File: config.mk
export PLATFORM = sky130hd
export DESIGN_NAME = lsl8_iter
export DESIGN_NICKNAME = d
export VERILOG_FILES = /design/src/rtl/lsl8_iter.sv
export SDC_FILE = /design/constraint.sdc
export NUM_CORES = 1
export LEC_CHECK = 0
export CAP_MARGIN = 20
export CORE_AREA = 2 2 51 44
export CTS_CLUSTER_DIAMETER = 60
export DETAILED_ROUTE_END_ITERATION = 10
export DIE_AREA = 0 0 53 46
export PLACE_DENSITY_LB_ADDON = 0.12
export SYNTH_ARGS = -nofsm -noshare
export SYNTH_HDL_FRONTEND = slang
export SYNTH_SLANG_ARGS = --single-unit
File: constraint.sdc
create_clock -name clk -period 4.15 [get_ports clk]
set_clock_uncertainty 0.1 [all_clocks]
set_input_delay 1.0375 -clock clk [delete_from_list [all_inputs] [get_ports clk]]
set_output_delay 1.0375 -clock clk [all_outputs]
set_load 0.02 [all_outputs]
File: src/rtl/lsl8_iter.sv
// lsl8_iter: iterative logical shift-left unit, up to STEP bits per clock.
// Reports the result, the last bit shifted out of the MSB, and a done pulse.
`default_nettype none

module lsl8_iter #(
  parameter int WIDTH   = 8,
  parameter int SHAMT_W = 3,
  parameter int STEP    = 3
) (
  input  logic               clk,
  input  logic               reset,
  input  logic               start,
  input  logic [WIDTH-1:0]   d_in,
  input  logic [SHAMT_W-1:0] shamt,
  output logic               busy,
  output logic               done,
  output logic [WIDTH-1:0]   d_out,
  output logic               c_out
);

  localparam logic [1:0] S_IDLE  = 2'd0;
  localparam logic [1:0] S_SHIFT = 2'd1;
  localparam logic [1:0] S_DONE  = 2'd2;

  localparam logic [SHAMT_W-1:0] C_STEP = SHAMT_W'(STEP);

  logic [1:0]         state_q, state_d;
  logic [WIDTH-1:0]   data_q,  data_d;
  logic [SHAMT_W-1:0] rem_q,   rem_d;
  logic               carry_q, carry_d;

  logic [SHAMT_W-1:0] step_w;
  logic [SHAMT_W-1:0] rem_next_w;
  logic [WIDTH:0]     ext_w;

  // One extra MSB on the shifter catches the last bit pushed out of the word.
  always_comb begin
    step_w     = (rem_q > C_STEP) ? C_STEP : rem_q;
    rem_next_w = rem_q - step_w;
    ext_w      = {1'b0, data_q} << step_w;
  end

  always_comb begin
    state_d = state_q;
    data_d  = data_q;
    rem_d   = rem_q;
    carry_d = carry_q;
    case (state_q)
      S_IDLE: begin
        if (start) begin
          data_d  = d_in;
          rem_d   = shamt;
          carry_d = 1'b0;
          state_d = S_SHIFT;
        end
      end
      S_SHIFT: begin
        data_d = ext_w[WIDTH-1:0];
        rem_d  = rem_next_w;
        if (step_w != '0) begin
          carry_d = ext_w[WIDTH];
        end
        if (rem_next_w == '0) begin
          state_d = S_DONE;
        end
      end
      S_DONE: begin
        state_d = S_IDLE;
      end
      default: begin
        state_d = S_IDLE;
      end
    endcase
  end

  always_ff @(posedge clk or posedge reset) begin
    if (reset) begin
      state_q <= S_IDLE;
      data_q  <= '0;
      rem_q   <= '0;
      carry_q <= 1'b0;
    end else begin
      state_q <= state_d;
      data_q  <= data_d;
      rem_q   <= rem_d;
      carry_q <= carry_d;
    end
  end

  assign busy  = (state_q == S_SHIFT);
  assign done  = (state_q == S_DONE);
  assign d_out = data_q;
  assign c_out = carry_q;

endmodule

`default_nettype wire
## Word-level counts from Yosys, hierarchy flattened

Index checks and enable logic that the tools add are counted.

| word-level totals | value |
|---|---|
| bits in registers | 14 |
| output and inout port bits | 11 |
| logic and storage cells | 30 |

| cells by class | value |
|---|---|
| add/sub/neg operators | 1 |
| $lt $le $gt $ge | 1 |
| equal/unequal tests | 5 |
| shift-type cells | 1 |
| mux-type cells | 11 |
| reduce and logical (&&, ||, !) cells | 7 |

Operators by type and width:

| operator | number |
|---|---|
| case mux 8 bit (2 select lines) | 1 |
| left shift 8 x 3 -> 9 bit | 1 |
| two-way mux 8 bit | 1 |
| two-way mux 3 bit | 2 |
| case mux 3 bit (2 select lines) | 1 |
| two-way mux 2 bit | 2 |
| != test 2 x 1 -> 1 bit, second input constant | 2 |
| case mux 2 bit (2 select lines) | 1 |
| AND reduction 2 bit | 2 |
| > comparator 3 x 2 -> 1 bit, second input constant | 1 |
| zero test 3 bit | 1 |
| AND reduction 3 bit | 1 |
| nonzero test 3 bit | 1 |
| subtractor 3 bit | 1 |
| equality test 2 x 1 -> 1 bit, second input constant | 1 |
| equality test 2 bit, second input constant | 1 |
| zero test 2 bit | 1 |
| two-way mux 1 bit | 2 |
| != test 2 bit, second input constant | 1 |
| case mux 1 bit (2 select lines) | 1 |
| nonzero test 2 bit | 1 |

## Longest topological paths before layout

| depth | value |
|---|---|
| depth after elaboration | 6 |
| gate-level depth with buffers | 7 |
| mapped depth without buffers | 6 |

## Worst setup path after synthesis

Ideal clock, no wire load.

| path | value |
|---|---|
| kind | reg2out |
| start | register state_q[0] |
| end | output port done |
| data arrival time | 922 ps |
| setup slack | 2,090 ps |
| stages on the path, launching flop included | 3 |
| cells stage by stage | dfrtp_1 > buf_2 > nor2_1 |

| on the way | value |
|---|---|
| longest elaborated chain between the ends | 1 |

Ends and longest elaborated chain:

| what | RTL line | RTL |
|---|---|---|
| start: declaration | 27 | `logic [1:0] state_q, state_d;` |
| start signal: assignment | 83 | `state_q <= state_d;` |
| equality test 2 bit | 91 | `assign done = (state_q == S_DONE);` |
| end: declaration | 16 | `output logic done,` |

No other way between the ends.

## Final worst setup path

| path | value |
|---|---|
| start | register state_q[0] |
| end | output port busy |

| on the way | value |
|---|---|
| longest elaborated chain between the ends | 1 |

Ends and longest elaborated chain:

| what | RTL line | RTL |
|---|---|---|
| equality test 2 x 1 -> 1 bit | 90 | `assign busy = (state_q == S_SHIFT);` |
| end: declaration | 15 | `output logic busy,` |

No other way between the ends.

==> out/results.txt <==
Status: complete, no violations
Clk_lat worst skew: 280 ps
CTS tree: done
Die ar.: 2440 sq um
IO Count: 25
Total power: 1.00 mW
FF+latch count, synth: 14
Syn Nets: 112
Setup TNS: 0 ps
Power Dens Cells: 841 nW/um^2
Final hold viol count: 0
Die X: 53 um
Rel. slew slack: 56.7%
CTS clk-pin slew, worst paths: 80 ps
Die Y-Extent: 46 um
Min Clock Period, post-route: 2950 ps
Worst vdd ir: 0.450 mV
Avg WL per Cell: 15.1 um
Leak: 0.486 nW
Worst path cell trace: nand2b_4 > inv_4 > clkdlybuf4s50_1
Hold path depth: 1
Site Rows: 15
Hold Crit Class: register to register
Main synth FF type: dfrtp_1
Critical path launch point type: register
Syn Area/Cell: 9.45 sq um
Share of layout cells above drive strength 1: 12.5%
Slowest CP cell: dfrtp_1
Synth cell types: 38
RSZ-0062 raised after global routing: no
ANT cells: 0
Congestion Overflow GR: 0
DRC Markers: 0
Worst Reg2Reg Path Length in Cells: 4
CTS Buf Count: 3
H-tree levels: 1
Crit path buf inv count: 2
Fmax: 0.339 GHz
Cells after Synth: 97
Vias: 840
Vias/cell: 5.79
Placer congestion estimate: 0.823
Post-Route WL: 2200 um
Crit. End Element: primary output
Starting Density: 46.5%
CP max stage delay: 680 ps
Resize count post-CTS: 0
Antenna violations before repair: 0
WP depth: 3
Synthesis-to-finish area growth: 29.7%
Final-report setup violation count: 0
Critical path's top delay family: buffers and inverters
GRT Overall Usage: 21.3%
Cell Area, Synth: 917 sq um
Nets: 137
Vias in the first global route: 779
Number of synthesized flops with an enable pin: 0
Yosys warnings: 0
Core Region: 1970 sq um
Drt initial violations: 34
Crit path from: state_q[0]$_DFFE_PP0P_
Post-synthesis sequential area ratio: 38.2%
Post-DP HPWL: 1690 um
Hold Path Origin: c_out$_DFFE_PP0P_
Critical path class: register to primary output
Root Buffer: clkbuf_4
Post-route ant nets: 0
Final worst path period share: 71.1%
Start of the worst register-to-register path: rem_q[2]$_DFFE_PP0P_
Worst EP required: 3010 ps
Post-CTS Setup Bufs: 0
Max-slew violation count: 0
Max cap viols: 0
Clk sinks: 14
Max clock buf depth: 2
Hold-fix buffers, CTS: 0
Port bufs: 24
Worst slew pin tran: 642 ps
CP Max Fanout: 16
Async SR Flop Fraction: 100%
Critical Path AT: 1810 ps
Largest net degree at the start of global routing: 17
First-pass GRT wire length: 3680 um
DR pass1 iterations: 4
==> synth_stat cells, types with 2 or more instances <==
cell	instances	area, sq um
dfrtp_1	14	350
nor2_1	9	33.8
nor2b_1	7	43.8
o21ai_0	7	35.0
nand2_1	5	18.8
a21oi_1	4	20.0
inv_1	4	15.0
mux2i_1	4	40.0
o32a_1	4	40.0
o21ai_1	3	15.0
o22ai_1	3	18.8
a2bb2oi_1	2	17.5
a31oi_1	2	12.5
a32oi_1	2	17.5
buf_2	2	10.0
inv_2	2	7.51
nor2_2	2	12.5
==> registers in the layout, indices dropped and copies added, names as in the netlist <==
name and count:
d_out 8, rem_q 3, state_q 2, c_out 1
==> where the power goes <==
group          switching [mW]  internal [mW]
registers               0.127          0.201
clock network          0.0414         0.0337
logic                   0.299          0.299
total                   0.467          0.534
==> cells in the final DEF, fill, tap and decap left out, drive strengths merged, types with 2 or more instances in the layout <==
cell | netlist | final
o32a | 4 | 4
nand2 | 5 | 5
nor2b | 7 | 7
mux2 | 2 | 2
nand2b | 2 | 2
dfrtp | 14 | 14
a32oi | 2 | 2
o21ai | 11 | 11
a2bb2oi | 2 | 2
o22ai | 3 | 3
a31oi | 2 | 2
clkdlybuf4s50 | 0 | 24
mux2i | 4 | 4
inv | 7 | 7
clkbuf | 1 | 3
nor2 | 12 | 12
a21oi | 4 | 4
==> cells by family after synthesis <==
family | share of synthesized area [%]
AOI/OAI and AO/OA | 26.2
adders and majority gates | 1.36
buffers and inverters | 5.46
DFF | 38.2
muxes | 7.23
and+or+nand+nor | 21.6
==> final timing paths <==
check,end,slack [ps]
worst max-delay path,busy,1200
worst min register to register,c_out$_DFFE_PP0P_,420
max in group asynchronous,d_out[5]$_DFFE_PP0P_,2600
worst min-delay path,c_out$_DFFE_PP0P_,420
worst max register to register,d_out[4]$_DFFE_PP0P_,2230
min in group asynchronous,state_q[1]$_DFFE_PP0P_,990
==> per-layer routing <==
| metal | track usage (%) | up-vias | share of wire [%] |
|---|---|---|---|
| li1 | - | 405 | - |
| met1 | 30.5 | 401 | 47 |
| met2 | 31.3 | 30 | 46 |
| met3 | 6.25 | 4 | 6.0 |
| met4 | 5.64 | 0 | 0.77 |
| met5 | 0 | - | 0 |
==> per-stage QoR <==
stage	instances	instance area [sq um]	setup slack, ps	util [%]	hold slack, ps
floorplan	97	917	2090	-	506
global placement	142	1170	1440	59.2	394
detailed placement	142	1170	1390	59.2	413
CTS	145	1190	1200	60.4	430
global route	145	1190	1110	60.4	450
finish	145	1190	1200	60.4	417
==> area by class of cell <==
class / count / area (sq um)
multi-input cells: 72 / 517
inverters: 7 / 28.8
repair buffers: 24 / 240
well taps: 25 / 31.3
flip-flops and latches: 14 / 350
fillers: 180 / 781
clock buffers: 3 / 22.5
Power figures use the tool's default switching activity.
